===== src/rtl/dw_square_rr_sched.sv =====
// dw_square_rr_sched: shares one squarer between NUM_REQ requesters.
// Round-robin arbiter picks one request per cycle. A two-stage stallable pipeline
// follows it: stage 1 holds the operand magnitude, stage 2 holds the square.
// Results leave in acceptance order and are tagged with the requester index.
module dw_square_rr_sched #(
    parameter int WIDTH   = 8,
    parameter int NUM_REQ = 4,
    parameter int ID_W    = 2
) (
    input  logic                       clk,
    input  logic                       rst_n,
    input  logic [NUM_REQ-1:0]         req_valid,
    output logic [NUM_REQ-1:0]         req_ready,
    input  logic [NUM_REQ*WIDTH-1:0]   req_a,
    input  logic [NUM_REQ-1:0]         req_tc,
    output logic                       res_valid,
    input  logic                       res_ready,
    output logic [2*WIDTH-1:0]         res_square,
    output logic [ID_W-1:0]            res_id
);

    logic [ID_W-1:0]      ptr_reg;
    logic [ID_W-1:0]      ptr_next;
    logic                 s1_valid_reg;
    logic [WIDTH-1:0]     s1_mag_reg;
    logic [ID_W-1:0]      s1_id_reg;
    logic                 s2_valid_reg;
    logic [2*WIDTH-1:0]   s2_square_reg;
    logic [ID_W-1:0]      s2_id_reg;

    logic                 adv;
    logic                 grant_valid;
    logic [ID_W-1:0]      grant_id;
    logic [WIDTH-1:0]     grant_mag;
    logic [WIDTH-1:0]     mag_all [NUM_REQ];
    logic [2*WIDTH-1:0]   s1_ext;

    // The whole pipeline moves only when the output slot is empty or is being drained.
    assign adv = !s2_valid_reg || res_ready;

    // Compute the magnitude for every requester. Only the granted one is used.
    // The most negative two's-complement value wraps to 2^(WIDTH-1). That is the
    // correct unsigned magnitude.
    generate
        for (genvar gi = 0; gi < NUM_REQ; gi++) begin : g_mag
            logic [WIDTH-1:0] a_i;
            assign a_i = req_a[gi*WIDTH +: WIDTH];
            assign mag_all[gi] = (req_tc[gi] && a_i[WIDTH-1]) ? (~a_i + WIDTH'(1)) : a_i;
        end
    endgenerate

    // Round-robin scan starting at ptr. The first valid requester wins.
    // Nothing is granted while stalled or while reset is held.
    always_comb begin
        int idx;
        idx         = 0;
        grant_valid = 1'b0;
        grant_id    = '0;
        grant_mag   = '0;
        req_ready   = '0;
        ptr_next    = ptr_reg;
        if (rst_n && adv) begin
            for (int k = 0; k < NUM_REQ; k++) begin
                idx = (int'(ptr_reg) + k) % NUM_REQ;
                if (!grant_valid && req_valid[idx]) begin
                    grant_valid    = 1'b1;
                    grant_id       = ID_W'(idx);
                    grant_mag      = mag_all[idx];
                    req_ready[idx] = 1'b1;
                    ptr_next       = ID_W'((idx + 1) % NUM_REQ);
                end
            end
        end
    end

    // Pointer moves just past the requester that was served.
    always_ff @(posedge clk or negedge rst_n) begin
        if (!rst_n) begin
            ptr_reg <= '0;
        end else if (grant_valid) begin
            ptr_reg <= ptr_next;
        end
    end

    // Stage 1 captures magnitude and id of the accepted request. A bubble is
    // recorded when nothing was accepted.
    always_ff @(posedge clk or negedge rst_n) begin
        if (!rst_n) begin
            s1_valid_reg <= 1'b0;
            s1_mag_reg   <= '0;
            s1_id_reg    <= '0;
        end else if (adv) begin
            s1_valid_reg <= grant_valid;
            if (grant_valid) begin
                s1_mag_reg <= grant_mag;
                s1_id_reg  <= grant_id;
            end
        end
    end

    assign s1_ext = {{WIDTH{1'b0}}, s1_mag_reg};

    // Stage 2 squares the magnitude at full width. It holds while the consumer stalls.
    always_ff @(posedge clk or negedge rst_n) begin
        if (!rst_n) begin
            s2_valid_reg  <= 1'b0;
            s2_square_reg <= '0;
            s2_id_reg     <= '0;
        end else if (adv) begin
            s2_valid_reg <= s1_valid_reg;
            if (s1_valid_reg) begin
                s2_square_reg <= s1_ext * s1_ext;
                s2_id_reg     <= s1_id_reg;
            end
        end
    end

    assign res_valid  = s2_valid_reg;
    assign res_square = s2_square_reg;
    assign res_id     = s2_id_reg;

endmodule


===== config.mk =====
export PLATFORM = sky130hd
export DESIGN_NAME = dw_square_rr_sched
export DESIGN_NICKNAME = d
export VERILOG_FILES = /design/src/rtl/dw_square_rr_sched.sv
export SDC_FILE = /design/constraint.sdc
export NUM_CORES = 1
export LEC_CHECK = 0
export CORE_MARGIN = 2
export CORE_UTILIZATION = 45
export CTS_BUF_LIST = sky130_fd_sc_hd__clkbuf_8
export CTS_CLUSTER_SIZE = 25
export DETAILED_ROUTE_END_ITERATION = 10
export GPL_TIMING_DRIVEN = 0
export MAX_ROUTING_LAYER = met4
export PLACE_DENSITY = 0.68
export SLEW_MARGIN = 25
export SYNTH_ARGS = -nofsm -noshare
export SYNTH_HDL_FRONTEND = slang
export SYNTH_SLANG_ARGS = --single-unit

===== constraint.sdc =====
create_clock -name clk -period 5.2 [get_ports clk]
set_input_delay 1.04 -clock clk [delete_from_list [all_inputs] [get_ports clk]]
set_output_delay 1.04 -clock clk [all_outputs]
set_load 0.03 [all_outputs]

==> results of run 1 <==
==> critical path, cell delays in order (launching register included) <==
cell,delay (ns)
dfrtp_1,0.41
buf_6,0.15
buf_2,0.24
inv_1,0.11
buf_2,0.27
ha_1,0.46
mux4_2,0.41
buf_2,0.22
nor2b_2,0.22
a22oi_1,0.11
nor2_1,0.10
a221oi_1,0.06
nor2_1,0.12
clkdlybuf4s50_1,0.68
==> routing by layer <==
metal | routed length [µm] | vias up | GRT usage
li1 | - | 2048 | -
met1 | 4718 | 1978 | 0.2436
met2 | 5694 | 131 | 0.3824
met3 | 501 | 30 | 0.02820
met4 | 342 | 0 | 0.06950
met5 | 0 | - | -
==> final cells by class <==
cell class | instances | area [µm²] | area share
tap | 133 | 166.4 | 0.03063
timing repair buffer | 63 | 625.6 | 0.1152
buffer | 25 | 142.6 | 0.02626
multi-input combinational | 431 | 3398 | 0.6255
clock buffer | 6 | 82.58 | 0.01520
clock inverter | 2 | 35.03 | 0.006449
sequential | 31 | 775.7 | 0.1428
inverter | 55 | 206.4 | 0.03800
==> worst min-delay path by stage <==
stage | to | start | cells past startpoint | slack [ns]
final | res_valid | s1_valid_reg | 2 | 0.48
after floorplan | res_valid | s1_valid_reg | 2 | 0.44
after CTS | res_valid | s1_valid_reg | 2 | 0.48
after global routing | res_square[12] | res_square[12] | 2 | 0.50
after detailed placement | res_square[6] | res_square[6] | 2 | 0.47
after global placement | res_valid | s1_valid_reg | 2 | 0.46
==> kinds of logic after synthesis <==
kind of cell / Yosys count / share of synthesized area
AND/OR/NAND/NOR: 167 / 0.1804
AO/OA/AOI/OAI: 134 / 0.1976
buffers and inverters: 82 / 0.07875
adder cells (fa/ha/maj): 63 / 0.2155
XOR/XNOR: 36 / 0.06963
flip-flops: 31 / 0.1713
multiplexers: 30 / 0.08593
other: 1 / 0.0008282
==> cell usage after synthesis (3+ instances only) <==
library cell	instances	area (µm²)
inv_1	55	206.5
nor2_1	50	187.7
nand2_1	41	153.9
ha_1	38	475.5
a21oi_1	33	165.2
dfrtp_1	31	775.7
fa_1	25	500.5
xnor2_1	25	219.0
and2_1	23	143.9
o21ai_0	19	95.09
mux2i_1	13	130.1
nor3_1	13	65.06
o21ai_1	12	60.06
xor2_1	11	96.34
clkbuf_1	10	37.54
mux2_2	10	112.6
o22ai_1	10	62.56
buf_2	9	45.04
nand2b_1	9	56.30
o221ai_1	9	78.83
a22oi_1	8	60.06
nand3_1	7	35.03
mux4_2	6	135.1
nor2b_1	6	37.54
a221oi_1	5	43.79
nor4_1	5	31.28
a21bo_2	4	40.04
buf_4	4	30.03
nand3b_1	4	30.03
a21o_1	3	22.52
a31oi_1	3	18.77
buf_6	3	33.78
o211ai_1	3	22.52
o311ai_0	3	26.28
==> metrics by stage <==
step                hold WS (ns)  utilization  worst slack [ns]  instances  instance area [µm²]
floorplan                 0.4394            -            0.8162        544                 4528
global placement          0.4570       0.5448            0.2493        740                 5325
detailed placement        0.4735       0.5443            0.2243        740                 5320
CTS                       0.4819       0.5559            0.2352        747                 5434
global route              0.5014       0.5558           0.01060        746                 5433
finish                    0.4791       0.5558            0.3167        746                 5433
==> reports/results.ini, run 1 <==
[run_status]
status=completed

[placement]
dp_hpwl_mm=9.407
place.gp.congestion=0.9443
portBuffers=63

[synth]
ys.flop_type=dfrtp_1
synthesis.area_um2=4528
synth_cell_types=60
syn-num-nets=650
syn_inst=544
ys_ff_latch=31
async_flop_share=1.000
yosys_warnings=0
syn_area_per_cell_um2=8.324
yosysSeqAreaShare=0.1713
synth-edff-count=0

[clock_tree]
htreeDepth=2
cts_hold_buf=0
cts.reportedPaths.clkPinSlew_ns=0.07
cts_buffer_depth=2
cts_tree=done
numCtsBuffers=5
postCtsResizedCells=0
cts_setup_buffers=0
root_buffer=clkbuf_8
cts.sinks=31
clock_latency_ns=0.28

[final_layout]
largest_reg_flops=15
most-common-layout-cells=clkdlybuf4s50_1 (62), inv_1 (55), nor2_1 (50)
num-fill-cells=923
drive_above_1_share=0.08809
synthToLayoutAreaGrowth_pct=19.98
nets=718
antennaDiodeCount=0
layout_commonest_cell=clkdlybuf4s50_1

[timing]
hold_viol_final=0
fmax_mhz=204.8
fin_crit_sh=0.9391
drv_slew=0
tightest_slew_ns=0.6900
rsz0062_at_grt=false
setup_viol=0
period_minus_slack_ns=4.883
fin_skew_ns=0.003725
setup_tns_ns=0
relSlewSlack=0.5400

[routing]
drc_errors=0
wl_per_cell_um=15.09
wl_mm=11.26
viasPerCell=5.613
route.vias.total=4187
dr.pass1.iters=4
detail-route-antenna-nets=0
drt_iter0_drc=145

[setup_path]
start_kind=flop
r2r_start=s1_mag_reg[5]
startpoint=ptr_reg[0]
crit_arrival_ns=3.84
cp_max_fo=20
reg2reg_setup_slack_ns=0.42
worst_r2r_path_depth=16
crit_path_end=req_ready[2]
cp-end-kind=output pin
worstSetupPathType=flop to output pin
r2r-end=res_square[14]
crit_required_ns=4.16

[run]
cap_viol_max_count=0

[grt]
antenna_found_initial=0
overflow=0
grt_first_pass_wirelength_mm=18.67
grt_pass1_vias=4068
grt_max_degree=33
track_usage=0.2126

[floorplanning]
die_x_um=104.3
dieHeight_um=104.3
io_pins=66
start_util=0.4633
die_area_um2=10880
placementRows=36
core_um2=9774

[min_path]
min_path_type=flop to flop

Power of run 1 is left out: the tool's default activity adds up to more than one toggle a clock period on the data nets, which glitch-free logic cannot reach.
==> run 2: changes to the inputs <==
DONT_BUFFER_PORTS = 1   (was not set)
PLACE_DENSITY = not set   (was 0.68)
==> run 2 against run 1 <==
Clock skew grew 0.0048 ns. Cell area down 11%. Register-to-register slack improved by 0.03 ns. Largest cell class unchanged. Highest routed layer unchanged.
==> reports/results.ini, run 2 (synthesis gave the netlist of run 1 again) <==
[clock_tree]
cts_setup_buffers=0
numCtsBuffers=5
cts_buffer_depth=2
cts_tree=done
htreeDepth=2
cts.reportedPaths.clkPinSlew_ns=0.07
cts.sinks=31
postCtsResizedCells=0
root_buffer=clkbuf_8
clock_latency_ns=0.29
cts_hold_buf=0

[setup_path]
worst_path_max_delay_cell=dfrtp_1
start_kind=flop
r2r-end=res_square[14]
reg2reg_setup_slack_ns=0.45
startpoint=s1_mag_reg[5]
cp-end-kind=flop
worstSetupPathType=flop to flop
cp_max_fo=9
worst_r2r_path_depth=16
cp_slowest_stage_delay_ns=0.54
r2r_start=s1_mag_reg[5]
cp_common_cell=fa_1
crit_arrival_ns=4.90
cp_cell_sequence=inv_1 > nor2_1 > fa_1 > fa_1 > inv_1 > fa_1 > fa_1 > inv_1 > ha_1 > nor3_1 > o211ai_1 > a311oi_1 > o21bai_1 > a21oi_1 > xor2_1 > o21ai_0
crit_required_ns=5.35

[timing]
drv_slew=0
relSlewSlack=0.6313
fin_skew_ns=0.008482
tightest_slew_ns=0.5510
fin_crit_sh=0.9139
fmax_mhz=210.4
setup_viol=0
rsz0062_at_grt=false
period_minus_slack_ns=4.752
setup_tns_ns=0
hold_viol_final=0

[final_layout]
layout_commonest_cell=inv_1
synthToLayoutAreaGrowth_pct=6.438
drive_above_1_share=0.09273
antennaDiodeCount=0
largest_reg_flops=15
num-fill-cells=972
most-common-layout-cells=inv_1 (56), nor2_1 (50), nand2_1 (41)
fin_util=0.4931
nets=655

[floorplanning]
core_um2=9774
start_util=0.4633
placementRows=36
io_pins=66
die_x_um=104.3
dieHeight_um=104.3
die_area_um2=10880

[run_status]
status=completed

[grt]
antenna_found_initial=0
grt_max_degree=33
grt_pass1_vias=3911
overflow=0
track_usage=0.2057
grt_first_pass_wirelength_mm=18.17

[min_path]
min_path_type=input pin to async pin

[routing]
dr.pass1.iters=4
drt_iter0_drc=158
viasPerCell=5.704
drc_errors=0
wl_mm=10.72
detail-route-antenna-nets=0
route.vias.total=3896
wl_per_cell_um=15.70

[placement]
place.gp.congestion=0.8293
portBuffers=0
dp_hpwl_mm=8.743

[run]
cap_viol_max_count=0

run 2: final cells by class:
| cell class | instances | area, µm² | area share |
|---|---|---|---|
| plain buffers | 25 | 142.6 | 0.02960 |
| clock buffers | 5 | 68.82 | 0.01428 |
| clock inverters | 3 | 63.81 | 0.01324 |
| inverters | 55 | 206.4 | 0.04283 |
| multi-input cells | 431 | 3396 | 0.7046 |
| flip-flops and latches | 31 | 775.7 | 0.1610 |
| well taps | 133 | 166.4 | 0.03453 |
run 2: stage by stage:
step | setup slack, ns | hold WS (ns) | cell area [µm²] | instances
final | 0.4477 | 0.4389 | 4820 | 683
after global routing | 0.1903 | 0.4259 | 4820 | 683
after CTS | 0.1648 | 0.4344 | 4827 | 685
after detailed placement | 0.2716 | 0.4650 | 4695 | 677
after global placement | 0.2915 | 0.4540 | 4695 | 677
after floorplan | 0.8162 | 0.4394 | 4528 | 544
run 2: how the worst max path moves through the flow:
stage / cells past startpoint / to / slack, ns
final: 16 / res_square[14] / 0.45
after global placement: 17 / res_square[14] / 0.29
after floorplan: 17 / res_square[14] / 0.82
after detailed placement: 17 / res_square[14] / 0.27
after CTS: 13 / req_ready[0] / 0.16
after global routing: 16 / res_square[14] / 0.19
run 2: critical path, delay by kind of cell, from the launching register on:
family / cells / cell delay [ns]
AOI/OAI and AO/OA: 5 / 0.92
adders and majority gates: 5 / 2.31
buffers and inverters: 3 / 0.26
DFF: 1 / 0.54
and+or+nand+nor: 2 / 0.43
xor gates and xnor gates: 1 / 0.16
run 2: per-layer routing:
metal	up-vias	track usage	routed length, µm
li1	1913	-	-
met1	1845	0.2488	4667
met2	125	0.3529	5308
met3	13	0.03822	580
met4	0	0.05309	167
met5	-	-	0
Power of run 2 is left out for the same reason.
